$ cat config.mk
export PLATFORM = sky130hd
export DESIGN_NAME = pcm_rom_reader
export DESIGN_NICKNAME = d
export VERILOG_FILES = /design/src/rtl/pcm_rom_pkg.sv /design/src/rtl/pcm_rom_line.sv /design/src/rtl/pcm_rom_reader.sv
export SDC_FILE = /design/constraint.sdc
export NUM_CORES = 1
export LEC_CHECK = 0
export ABC_AREA = 1
export BUFFER_PORTS_ARGS = -buffer_cell sky130_fd_sc_hd__clkbuf_2
export CORE_MARGIN = 4
export CORE_UTILIZATION = 31
export CTS_CLUSTER_DIAMETER = 200
export DETAILED_ROUTE_END_ITERATION = 10
export PLACE_DENSITY = 0.56
export SLEW_MARGIN = 20
export SYNTH_ARGS = -nofsm -noshare
export SYNTH_HDL_FRONTEND = slang
export SYNTH_HIERARCHICAL = 1
export SYNTH_SLANG_ARGS = --single-unit
$ cat constraint.sdc
create_clock -name clk_sys -period 1.45 [get_ports clk_sys]
set_input_delay 0.29 -clock clk_sys [delete_from_list [all_inputs] [get_ports clk_sys]]
set_output_delay 0.29 -clock clk_sys [all_outputs]
set_load 0.02 [all_outputs]
$ cat src/rtl/pcm_rom_pkg.sv
// pcm_rom_pkg
// Shared definitions for the PCM ROM reader: FSM state type, data/address
// widths, the fixed DDRAM burst length and a byte-lane picker used by both
// the reader and its optional line cache.
package pcm_rom_pkg;

    localparam int         WORD_BITS = 64;
    localparam int         ADDR_BITS = 18;
    localparam int         TAG_BITS  = ADDR_BITS - 3;
    localparam logic [7:0] BURST_ONE = 8'd1;

    typedef enum logic [1:0] {
        IDLE,
        ISSUE,
        WAIT,
        RESP
    } pcm_state_t;

    // Byte lane 0 is the least significant byte of the 64-bit DDRAM word.
    function automatic logic [7:0] pick_byte(input logic [WORD_BITS-1:0] word,
                                             input logic [2:0]           sel);
        return word[{sel, 3'b000} +: 8];
    endfunction

endpackage

$ cat src/rtl/pcm_rom_line.sv
// pcm_rom_line
// One-line cache for the PCM ROM reader: holds one 64-bit DDRAM word, its tag
// and a valid bit, and returns the selected byte of the held word.
// Ports:
//   clk_sys, reset_n    clock, asynchronous active-low reset
//   flush               level; clears valid and suppresses hits while high
//   load                store load_tag/load_data (valid set unless flushing)
//   load_tag, load_data tag (addr[17:3]) and word of a completed fill
//   lookup_tag          tag of the request being looked up
//   byte_sel            byte lane of the request
//   hit                 held word matches lookup_tag and is usable
//   byte_out            selected byte of the held word
module pcm_rom_line
    import pcm_rom_pkg::*;
(
    input  logic                 clk_sys,
    input  logic                 reset_n,
    input  logic                 flush,
    input  logic                 load,
    input  logic [TAG_BITS-1:0]  load_tag,
    input  logic [WORD_BITS-1:0] load_data,
    input  logic [TAG_BITS-1:0]  lookup_tag,
    input  logic [2:0]           byte_sel,
    output logic                 hit,
    output logic [7:0]           byte_out
);

    logic                 valid;
    logic [TAG_BITS-1:0]  tag;
    logic [WORD_BITS-1:0] data;

    // A fill that lands while flush is high still updates the storage so the
    // requester gets its byte, but must not be trusted afterwards.
    always_ff @(posedge clk_sys or negedge reset_n) begin
        if (!reset_n) begin
            valid <= 1'b0;
            tag   <= '0;
            data  <= '0;
        end else begin
            if (load) begin
                tag  <= load_tag;
                data <= load_data;
            end
            if (flush) begin
                valid <= 1'b0;
            end else if (load) begin
                valid <= 1'b1;
            end
        end
    end

    // flush gates the hit combinationally so a strobe during a download is
    // always served from DDRAM.
    assign hit      = valid && !flush && (tag == lookup_tag);
    assign byte_out = pick_byte(data, byte_sel);

endmodule

$ cat src/rtl/pcm_rom_reader.sv
// pcm_rom_reader
// Byte reader for a PCM sample ROM stored in DDRAM. Each rd strobe returns
// one byte with a single-cycle rdy pulse; misses fetch one 64-bit word with a
// burst of one. One further strobe may arrive while a request is in flight;
// it is held in a one-deep pending slot (last strobe wins).
// Configuration macro: PCM_ROM_LINE_CACHE_EN adds a one-line word cache
// (pcm_rom_line); without it every request reads DDRAM.
// Ports:
//   clk_sys, reset_n        clock, asynchronous active-low reset
//   flush                   high while the ROM is (re)downloaded
//   rd, addr                read strobe and byte address
//   dout, rdy               returned byte (held) and completion pulse
//   DDRAM_*                 read-only DDRAM command/data interface
module pcm_rom_reader
    import pcm_rom_pkg::*;
#(
    parameter logic [28:0] BASE_WORD = 29'h0600000
)
(
    input  logic                 clk_sys,
    input  logic                 reset_n,
    input  logic                 flush,
    input  logic                 rd,
    input  logic [ADDR_BITS-1:0] addr,
    output logic [7:0]           dout,
    output logic                 rdy,
    input  logic                 DDRAM_BUSY,
    output logic                 DDRAM_RD,
    output logic [28:0]          DDRAM_ADDR,
    output logic [7:0]           DDRAM_BURSTCNT,
    input  logic [WORD_BITS-1:0] DDRAM_DOUT,
    input  logic                 DDRAM_DOUT_READY,
    output logic                 DDRAM_WE,
    output logic [WORD_BITS-1:0] DDRAM_DIN,
    output logic [7:0]           DDRAM_BE
);

    pcm_state_t           state;
    pcm_state_t           next_state;
    logic                 pend_valid;
    logic [ADDR_BITS-1:0] pend_addr;
    logic [ADDR_BITS-1:0] req_addr;
    logic [ADDR_BITS-1:0] cur_addr;
    logic                 cur_valid;
    logic                 take_req;
    logic                 fill;
    logic                 hit;
    logic [7:0]           line_byte;

    // The pending slot has priority over a fresh strobe so older requests
    // are never starved.
    assign cur_valid = pend_valid || rd;
    assign cur_addr  = pend_valid ? pend_addr : addr;

`ifdef PCM_ROM_LINE_CACHE_EN
    pcm_rom_line u_line (
        .clk_sys    (clk_sys),
        .reset_n    (reset_n),
        .flush      (flush),
        .load       (fill),
        .load_tag   (req_addr[ADDR_BITS-1:3]),
        .load_data  (DDRAM_DOUT),
        .lookup_tag (cur_addr[ADDR_BITS-1:3]),
        .byte_sel   (cur_addr[2:0]),
        .hit        (hit),
        .byte_out   (line_byte)
    );
`else
    logic [TAG_BITS:0] unused_nocache;
    assign unused_nocache = {flush, req_addr[ADDR_BITS-1:3]};
    assign hit            = 1'b0;
    assign line_byte      = 8'h00;
`endif

    always_comb begin
        next_state = state;
        take_req   = 1'b0;
        fill       = 1'b0;
        case (state)
            IDLE: begin
                if (cur_valid) begin
                    take_req   = 1'b1;
                    next_state = hit ? RESP : ISSUE;
                end
            end
            ISSUE: begin
                if (!DDRAM_BUSY) begin
                    next_state = WAIT;
                end
            end
            WAIT: begin
                if (DDRAM_DOUT_READY) begin
                    fill       = 1'b1;
                    next_state = RESP;
                end
            end
            RESP: begin
                next_state = IDLE;
            end
            default: begin
                next_state = IDLE;
            end
        endcase
    end

    // dout is loaded on the edge that enters RESP, so it is valid together
    // with rdy and holds until the next completion. DDRAM_ADDR is a register
    // so it stays stable for the whole ISSUE phase under back-pressure.
    always_ff @(posedge clk_sys or negedge reset_n) begin
        if (!reset_n) begin
            state      <= IDLE;
            pend_valid <= 1'b0;
            pend_addr  <= '0;
            req_addr   <= '0;
            DDRAM_ADDR <= BASE_WORD;
            dout       <= 8'h00;
            rdy        <= 1'b0;
        end else begin
            state <= next_state;
            rdy   <= (next_state == RESP);

            if (take_req) begin
                req_addr <= cur_addr;
                if (hit) begin
                    dout <= line_byte;
                end else begin
                    DDRAM_ADDR <= BASE_WORD
                                + {{(29 - TAG_BITS){1'b0}}, cur_addr[ADDR_BITS-1:3]};
                end
            end
            if (fill) begin
                dout <= pick_byte(DDRAM_DOUT, req_addr[2:0]);
            end

            // In IDLE a held request is consumed this cycle, so a simultaneous
            // strobe takes its place; outside IDLE a strobe simply overwrites.
            if (state != IDLE) begin
                if (rd) begin
                    pend_valid <= 1'b1;
                    pend_addr  <= addr;
                end
            end else if (pend_valid) begin
                pend_valid <= rd;
                if (rd) begin
                    pend_addr <= addr;
                end
            end
        end
    end

    assign DDRAM_RD       = (state == ISSUE);
    assign DDRAM_BURSTCNT = BURST_ONE;
    assign DDRAM_WE       = 1'b0;
    assign DDRAM_DIN      = '0;
    assign DDRAM_BE       = 8'hFF;

endmodule

==> out/metrics.cfg <==
[status]
outcome = completed

[clocking]
post-cts-setup-buffer-count = 0
h-tree-depth = 2
cts_made_buffers = 5
cts_tree = yes
insertion_delay_ps = 280
cts_root_buf = clkbuf_16
cts_buffer_depth = 2
cts.sinks = 48
clk_pin_slew_ps = 60

[finish]
drive_gt1_share_pct = 24.8
finalNonFillerCells = 751
n_fill_cell = 1208
diodes = 0
nNetsFinal = 696
syn2layout_area_growth_pct = 14.8

[floorplan]
start_util_pct = 31.5
die_h_um = 116
rows = 39
fp.coreArea_mm2 = 0.0114
dieArea_mm2 = 0.0133
die_w_um = 116
num_io_pins = 208

[worst_setup_path]
rr_worst_depth = 6
critPathMaxFanout = 3
crit_required_ps = 1160
cp-end-kind = output port
worstPathArrival_ps = 1070
worstSetupPathType = flop to output port
cp-start-kind = flop

[timing]
setup_viol = 0
post-route-period-util_pct = 93.6
slew_violations = 0
tns_ps = 0
rsz0062_at_grt = false
fmax_mhz = 737
period_needed_ps = 1360
hold_viol_final = 0
final.setup_skew_ps = 5.93

[global_routing]
grt_usage_pct = 12.1
grt_pass1_vias = 2755
antenna_found_initial = 0
grt_pass1_wl_um = 13100
grt_overflow = 0
grt_max_degree = 49

[power]
p_leak_nw = 2.44
powerDensity_mw_per_mm2 = 1880
peakVddDrop_v = 0.000729

[place]
place_congestion = 0.775
dp.cells = 743
hpwl_um = 6690
port_buffers = 111

[synthesis]
syn_area_per_cell_um2 = 7.14
synth_cell_types = 26
yosys-top-cells-count = nand2_1, buf_4, nand3_1
synth_top_cell_by_area = dfrtp_1
syn_inst = 502
synth_edf_count = 0
synth.most_common_cell = nand2_1
ys_ff_latch = 48
synthTopCellsByArea = dfrtp_1, buf_4, nand2_1, nand3_1, inv_1
netlist.area_leader.share_pct = 33.5
ys_seq_area_share_pct = 33.5
async_flop_share_pct = 100
ys.flop_type = dfrtp_1
ys.warnings.count = 6
synth_area_mm2 = 0.00358

[routing]
num_vias = 3021
drc_errors = 0
vias_per_cell = 4.02
antenna_left = 0
drt_first_iter_violations = 179
first_pass_iters = 4
post_drt_wl_per_cell_um = 11.3
drt_wl_total_um = 8480

[worst_hold_path]
hold_class = input pin to flop
min_path_cells = 3

[run]
maxCapViolCount = 0

flip-flops by register name, summed over array words and instances (netlist names):
name and cells:
state 2, DDRAM_ADDR 15, pend_addr 18, pend_valid 1, req_addr 3, dout 8
rdy 1
logic make-up after synthesis:
family / Yosys count / share of synthesized area (%)
AO/OA/AOI/OAI: 26 / 6.25
buffers and inverters: 176 / 30.8
flip-flops: 48 / 33.5
other: 2 / 0.210
AND/OR/NAND/NOR: 250 / 29.3
final cells by class:
type	count	area (um2)	area share, %
multi-input cells	371	1630	39.6
flip-flops and latches	48	1200	29.2
inverters	58	223	5.41
clock inverters	2	60.1	1.46
clock buffers	5	125	3.04
repair buffers	124	696	16.9
well taps	143	179	4.35
worst max-delay path, cell delays in order (launching register included):
cell,delay [ps]
dfrtp_1,380
inv_1,90
nor2_1,150
buf_4,170
where the power goes:
group | switching, W | leakage, nW | internal (W)
registers | 0.000351 | 0.573 | 0.00190
clock network | 0.000477 | 0.0899 | 0.000978
logic | 0.00267 | 1.77 | 0.00136
layer usage:
layer  GRT usage (%)  routed length, um  vias up
met5               0                  0        -
met3            3.24                878        4
met1            14.5               3460     1336
met4            2.11                 29        0
li1                -                  -     1560
met2            22.0               4120      121
through the flow:
stage / area, um2 / power (W) / hold slack [ps] / worst slack, ps / util, %
after global placement: 3920 / 0.00631 / 303 / 177 / 34.4
after floorplan: 3930 / 0.00554 / -5.59 / 313 / -
after CTS: 4110 / 0.00786 / 240 / 51.0 / 36.2
final: 4110 / 0.00773 / 244 / 93.1 / 36.2
after global routing: 4110 / 0.00842 / 246 / 9.07 / 36.2
after detailed placement: 3920 / 0.00637 / 302 / 167 / 34.4
worst paths after layout:
kind	startpoint	end	slack, ps
max	state[0]	DDRAM_RD	90
min	addr[0]	pend_addr[0]	240
max reg2reg	req_addr[0]	dout[4]	180
min reg2reg	pend_addr[7]	pend_addr[7]	470
max in group asynchronous	reset_n	dout[3]	700
min in group asynchronous	reset_n	pend_addr[16]	520
placed cells by master (no fill, tap or decap), types with 3 or more instances in the layout:
| cell | n |
|---|---|
| a31oi_1 | 6 |
| dfrtp_1 | 48 |
| clkbuf_2 | 110 |
| buf_4 | 10 |
| inv_2 | 3 |
| nor2_1 | 16 |
| nand3_1 | 64 |
| a31oi_2 | 9 |
| o21ai_0 | 3 |
| nor2_2 | 3 |
| nand2_1 | 163 |
| o21ai_1 | 4 |
| clkbuf_16 | 5 |
| inv_1 | 52 |
| buf_12 | 3 |
| conb_1 | 95 |
| o211ai_1 | 3 |
what timing repair did:
item,in CTS,in global routing
endpoints found under the setup margin,0,1
resized for setup,0,2
hold endpoints to repair,28,0
hold buffers,1,0
Power figures use the tool's default switching activity.
